**src/rtl/mem_arb_pkg.sv**
```systemverilog
// Shared types and defaults for the two-port memory arbiter.
// Optional feature macro: MEM_ARB_WRITE_PROTECT_EN (see mem_port_arbiter).
package mem_arb_pkg;

    typedef enum logic [1:0] {
        IDLE,
        SETUP,
        STROBE,
        COMPLETE
    } state_t;

    localparam logic PORT_CPU = 1'b0;
    localparam logic PORT_DMA = 1'b1;

    localparam int DEF_ADDR_W = 13;
    localparam int DEF_DATA_W = 8;

endpackage

```
**src/rtl/mem_port_arbiter_rr_arb2.sv**
```systemverilog
// Two-input round-robin grant with a last-grant register.
// last_grant resets to the DMA port so the CPU wins the first tie.
module rr_arb2
    import mem_arb_pkg::*;
(
    input  logic       clk,
    input  logic       rst_n,
    input  logic [1:0] req,
    input  logic       upd,
    output logic       valid,
    output logic       winner
);

    logic last_grant;

    // Pick the requester; on a tie, the one not served last.
    always_comb begin
        valid  = |req;
        winner = PORT_CPU;
        unique case (1'b1)
            (req == 2'b11): winner = ~last_grant;
            (req == 2'b10): winner = PORT_DMA;
            default:        winner = PORT_CPU;
        endcase
    end

    // Remember who was granted when the owner commits the grant.
    always_ff @(posedge clk or negedge rst_n) begin
        if (!rst_n) begin
            last_grant <= PORT_DMA;
        end else if (upd && valid) begin
            last_grant <= winner;
        end
    end

endmodule

```
**src/rtl/mem_port_arbiter.sv**
```systemverilog
// Shares one unclocked 8K x 8 memory between CPU (port 0) and DMA (port 1).
// Macro MEM_ARB_WRITE_PROTECT_EN blocks DMA writes below PROT_LIMIT.
module mem_port_arbiter
    import mem_arb_pkg::*;
#(
    parameter int ADDR_W     = DEF_ADDR_W,
    parameter int DATA_W     = DEF_DATA_W,
    parameter int PROT_LIMIT = 1000
) (
    input  logic              clk,
    input  logic              rst_n,
    input  logic              req0,
    input  logic              we0,
    input  logic [ADDR_W-1:0] addr0,
    input  logic [DATA_W-1:0] wdata0,
    input  logic              req1,
    input  logic              we1,
    input  logic [ADDR_W-1:0] addr1,
    input  logic [DATA_W-1:0] wdata1,
    output logic              ack0,
    output logic [DATA_W-1:0] rdata0,
    output logic              ack1,
    output logic [DATA_W-1:0] rdata1,
    output logic              prot_err,
    output logic              busy,
    output logic [ADDR_W-1:0] mem_addr,
    output logic [DATA_W-1:0] mem_wdata,
    output logic              mem_read,
    output logic              mem_write,
    input  logic [DATA_W-1:0] mem_rdata
);

    state_t state;
    state_t state_nx;

    logic any_req;
    logic winner;
    logic grant_en;
    logic gnt_q;
    logic we_q;
    logic blk_q;

    rr_arb2 u_arb (
        .clk    (clk),
        .rst_n  (rst_n),
        .req    ({req1, req0}),
        .upd    (grant_en),
        .valid  (any_req),
        .winner (winner)
    );

`ifdef MEM_ARB_WRITE_PROTECT_EN
    localparam logic [ADDR_W-1:0] PROT_A = ADDR_W'(PROT_LIMIT);

    logic blk_nx;

    assign blk_nx = (winner == PORT_DMA) && we1 && (addr1 < PROT_A);

    // Decide at grant time whether the DMA write must be suppressed.
    always_ff @(posedge clk or negedge rst_n) begin
        if (!rst_n) begin
            blk_q <= 1'b0;
        end else if (grant_en) begin
            blk_q <= blk_nx;
        end
    end
`else
    logic unused_prot;

    assign unused_prot = (PROT_LIMIT != 0);
    assign blk_q       = 1'b0;
`endif

    // State register; reset drops the strobes with no ack.
    always_ff @(posedge clk or negedge rst_n) begin
        if (!rst_n) begin
            state <= IDLE;
        end else begin
            state <= state_nx;
        end
    end

    // Sequencing and strobe/ack decode from the current state.
    always_comb begin
        state_nx  = state;
        grant_en  = 1'b0;
        mem_read  = 1'b0;
        mem_write = 1'b0;
        ack0      = 1'b0;
        ack1      = 1'b0;
        prot_err  = 1'b0;
        busy      = 1'b1;
        unique case (state)
            IDLE: begin
                busy = 1'b0;
                if (any_req) begin
                    grant_en = 1'b1;
                    state_nx = SETUP;
                end
            end
            SETUP: begin
                state_nx = STROBE;
            end
            STROBE: begin
                mem_read  = ~we_q;
                mem_write = we_q & ~blk_q;
                state_nx  = COMPLETE;
            end
            COMPLETE: begin
                ack0     = (gnt_q == PORT_CPU);
                ack1     = (gnt_q == PORT_DMA);
                prot_err = blk_q;
                state_nx = IDLE;
            end
            default: begin
                state_nx = IDLE;
            end
        endcase
    end

    // Capture the winner's request so the memory sees stable values.
    always_ff @(posedge clk or negedge rst_n) begin
        if (!rst_n) begin
            gnt_q     <= PORT_CPU;
            we_q      <= 1'b0;
            mem_addr  <= '0;
            mem_wdata <= '0;
        end else if (grant_en) begin
            gnt_q <= winner;
            if (winner == PORT_DMA) begin
                we_q      <= we1;
                mem_addr  <= addr1;
                mem_wdata <= wdata1;
            end else begin
                we_q      <= we0;
                mem_addr  <= addr0;
                mem_wdata <= wdata0;
            end
        end
    end

    // Latch read data while MemRead is high so it is valid with ack.
    always_ff @(posedge clk or negedge rst_n) begin
        if (!rst_n) begin
            rdata0 <= '0;
            rdata1 <= '0;
        end else if (state == STROBE && !we_q) begin
            if (gnt_q == PORT_DMA) begin
                rdata1 <= mem_rdata;
            end else begin
                rdata0 <= mem_rdata;
            end
        end
    end

endmodule

```
**config.mk**
```make
export PLATFORM = sky130hd
export DESIGN_NAME = mem_port_arbiter
export DESIGN_NICKNAME = d
export VERILOG_FILES = /design/src/rtl/mem_arb_pkg.sv /design/src/rtl/mem_port_arbiter_rr_arb2.sv /design/src/rtl/mem_port_arbiter.sv
export SDC_FILE = /design/constraint.sdc
export NUM_CORES = 1
export LEC_CHECK = 0
export ABC_CLOCK_PERIOD_IN_PS = 1800
export CAP_MARGIN = 40
export CORE_MARGIN = 3
export CORE_UTILIZATION = 39
export CTS_CLUSTER_SIZE = 20
export DETAILED_ROUTE_END_ITERATION = 16
export PLACE_DENSITY = 0.83
export SLEW_MARGIN = 20
export SYNTH_ARGS = -nofsm -noshare
export SYNTH_HDL_FRONTEND = slang
export SYNTH_SLANG_ARGS = --single-unit
```
**constraint.sdc**
```tcl
create_clock -name clk -period 1.8 [get_ports clk]
set_clock_uncertainty 0.15 [all_clocks]
set_input_delay 0.18 -clock clk [delete_from_list [all_inputs] [get_ports clk]]
set_output_delay 0.18 -clock clk [all_outputs]
set_load 0.1 [all_outputs]
```
==> flow_metrics.env <==
export IMPL_status="complete, no violations"
export IMPL_coreArea_mm2=0.00453
export IMPL_grt_pass1_wl_um=9000
export IMPL_cts_tree="yes"
export IMPL_routed_via_density=4.92
export IMPL_htree_levels=2
export IMPL_min_period_over_period=0.977
export IMPL_synth_flop_cell="dfrtp_1"
export IMPL_clk_latency_ns=0.29
export IMPL_clk_pin_slew_ns=0.08
export IMPL_worst_pin_slew_ns=0.519
export IMPL_wl_um=5560
export IMPL_cp_start_kind="flip-flop"
export IMPL_die_area_mm2=0.00578
export IMPL_numCtsBuffers=5
export IMPL_area_growth_pct=84.5
export IMPL_grtUsageTotal=0.197
export IMPL_worst_ep_arrival_time_ns=1.43
export IMPL_vias=1747
export IMPL_critPathMaxFanout=4
export IMPL_cts_buffer_depth=2
export IMPL_fmax_mhz=569
export IMPL_cp_required_ns=1.47
export IMPL_post_synth_top_count_cell="a21oi_1"
export IMPL_drive_gt1_frac=0.317
export IMPL_synth_seq_area_share=0.550
export IMPL_yosysUniqueCellTypes=25
export IMPL_netlist_top_cells_area="dfrtp_1 (54%), a21oi_1 (12%), mux2_2 (10%)"
export IMPL_die_y_um=76.0
export IMPL_ys_warn_count=0
export IMPL_syn_area_mm2=0.00191
export IMPL_syn_inst=182
export IMPL_first_pass_iters=4
export IMPL_hold_violations=0
export IMPL_yosysTopAreaCellShare=0.537
export IMPL_syn_num_nets=242
export IMPL_rr_worst_depth=5
export IMPL_antenna_cells=0
export IMPL_drv_cap=0
export IMPL_io_buffers=97
export IMPL_synthArstFlopShare=1.00
export IMPL_antenna_found_initial=0
export IMPL_layout_setup_ws_ns=0.0422
export IMPL_min_period_ns=1.76
export IMPL_synth_edff_count=0
export IMPL_wl_per_cell_um=15.7
export IMPL_regToRegStartpoint="state[1]$_DFFE_PN0P_"
export IMPL_drtAntennaViolNets=0
export IMPL_critPathCaptureType="output port"
export IMPL_hpwl_um=4490
export IMPL_setup_viol=0
export IMPL_die_x_um=76.0
export IMPL_synth_seq_cells=42
export IMPL_slew_violations=0
export IMPL_grt_max_degree=24
export IMPL_place_congestion=0.786
export IMPL_placementRows=24
export IMPL_grt_pass1_vias=1803
export IMPL_place_ws_ns=0.0222
export IMPL_io_pins=99
export IMPL_critical_path_class="reg -> out"
export IMPL_drc=0
export IMPL_fillCellCount=293
export IMPL_rrSetupSlack_ns=0.10
export IMPL_timing_rr_end="rdata1[5]$_DFFE_PN0P_"
export IMPL_yosys_area_top_type="dfrtp_1"
export IMPL_start_util=0.422
export IMPL_cp_slowest_cell="dfrtp_2"
export IMPL_timing_slew_headroom=0.654
export IMPL_drtIter0Drc=55
export IMPL_grt_overflow=0
export IMPL_cts_sinks=42
export IMPL_synth_common_cells="a21oi_1 (46), dfrtp_1 (41), nand2_1 (23), nor2_1 (22), mux2_2 (17)"
export IMPL_hold_class="in -> async"
export IMPL_final_net_count=349
export IMPL_crit_chain="buf_4 > ha_1 > nor2b_2 > buf_12"
export IMPL_max_stage_delay_ns=0.45
export IMPL_cts_root_buf="clkbuf_8"
export IMPL_avgSynthCellArea_um2=10.5
worst max-delay path by stage:
| stage | from | to | slack [ns] |
|---|---|---|---|
| 2_1_floorplan | state[0]$_DFFE_PN0P_ | rdata0[0]$_DFFE_PN0P_ | -0.27 |
| 3_3_place_gp | state[0]$_DFFE_PN0P_ | rdata0[5]$_DFFE_PN0P_ | 0.12 |
| 3_5_place_dp | state[0]$_DFFE_PN0P_ | rdata0[2]$_DFFE_PN0P_ | 0.02 |
| 4_1_cts | state[0]$_DFFE_PN0P_ | rdata0[2]$_DFFE_PN0P_ | 0.01 |
| 5_1_grt | state[1]$_DFFE_PN0P_ | busy | -0.003 |
| 6_report | state[1]$_DFFE_PN0P_ | ack0 | 0.04 |
what timing repair did:
| action | 4_1_cts | 5_1_grt |
|---|---|---|
| hold endpoints to repair | 20 | 0 |
| hold buffers | 1 | 0 |
| buffers inserted | 1 | 0 |
| gates cloned | 0 | 0 |
| resized for setup | 1 | 3 |
| endpoints found under the setup margin | 1 | 11 |
sequential cells by signal (all words and copies together) (netlist names):
register          cells
state                 2
mem_addr             13
we_q                  1
u_arb.last_grant      1
rdata1                8
mem_wdata             8
gnt_q                 1
rdata0                8
kinds of logic after synthesis:
logic type | count (synthesis) | share of synthesized area
adders and majority gates | 4 | 0.0262
other | 1 | 0.00196
buffers and inverters | 13 | 0.0524
muxes | 17 | 0.100
DFF | 42 | 0.550
and+or+nand+nor | 53 | 0.119
AOI/OAI and AO/OA | 52 | 0.150
metal layers:
metal  GRT usage  routed length [um]
met1       0.214                2140
met2       0.351                2770
met3      0.0768                 556
met4      0.0670                  95
met5           0                   0
through the flow:
| stage | instances | util | instance area [um^2] | hold slack, ns | TNS, ns |
|---|---|---|---|---|---|
| floorplan | 182 | - | 1930 | -0.266 | -3.36 |
| global placement | 345 | 0.753 | 3410 | 0.0330 | 0 |
| detailed placement | 345 | 0.753 | 3410 | 0.0368 | 0 |
| CTS | 355 | 0.777 | 3520 | 0.264 | 0 |
| global route | 355 | 0.778 | 3530 | 0.279 | -0.00679 |
| finish | 355 | 0.778 | 3530 | 0.248 | 0 |
layout make-up:
cell class                      instances  area [um^2]  area share
Inverter                                3         11.3     0.00319
Clock inverter                          1         5.00     0.00142
Clock buffer                            7         86.3      0.0245
Timing Repair Buffer                  110         1510       0.429
Sequential cell                        42         1050       0.299
Multi-Input combinational cell        127          778       0.221
Tap cell                               65         81.3      0.0231
critical path, delay by kind of cell, from the launching register on:
kind                       cells  cell delay (ns)
adders and majority gates      1             0.20
buffers and inverters          2             0.32
DFF                            1             0.45
and+or+nand+nor                1             0.17
layout by cell type, fill, tap and decap left out:
cell | netlist | layout
buf_12 | 0 | 44
nor2b_2 | 0 | 1
clkdlybuf4s50_1 | 0 | 54
nor2b_4 | 1 | 1
nor3b_1 | 1 | 1
dfrtp_1 | 41 | 40
inv_1 | 3 | 1
buf_4 | 3 | 10
nor3_1 | 1 | 1
nor2_1 | 22 | 22
o21a_1 | 1 | 1
ha_4 | 0 | 1
o21ai_0 | 1 | 1
conb_1 | 1 | 1
clkbuf_8 | 0 | 6
a21boi_4 | 1 | 1
buf_2 | 2 | 1
nand2_2 | 1 | 1
dlygate4sd3_1 | 0 | 1
and2b_2 | 0 | 1
a21oi_1 | 46 | 46
and2_1 | 2 | 1
clkbuf_1 | 0 | 1
inv_2 | 0 | 2
mux2_2 | 17 | 17
a31oi_1 | 1 | 1
dfstp_2 | 1 | 1
clkinv_2 | 0 | 1
a21bo_2 | 1 | 1
and2_4 | 0 | 1
nand2_1 | 23 | 23
o21ai_2 | 1 | 1
dfrtp_2 | 0 | 1
ha_1 | 4 | 3
Power is left out: the tool's default activity adds up to more than one toggle a clock period on the data nets, which glitch-free logic cannot reach.
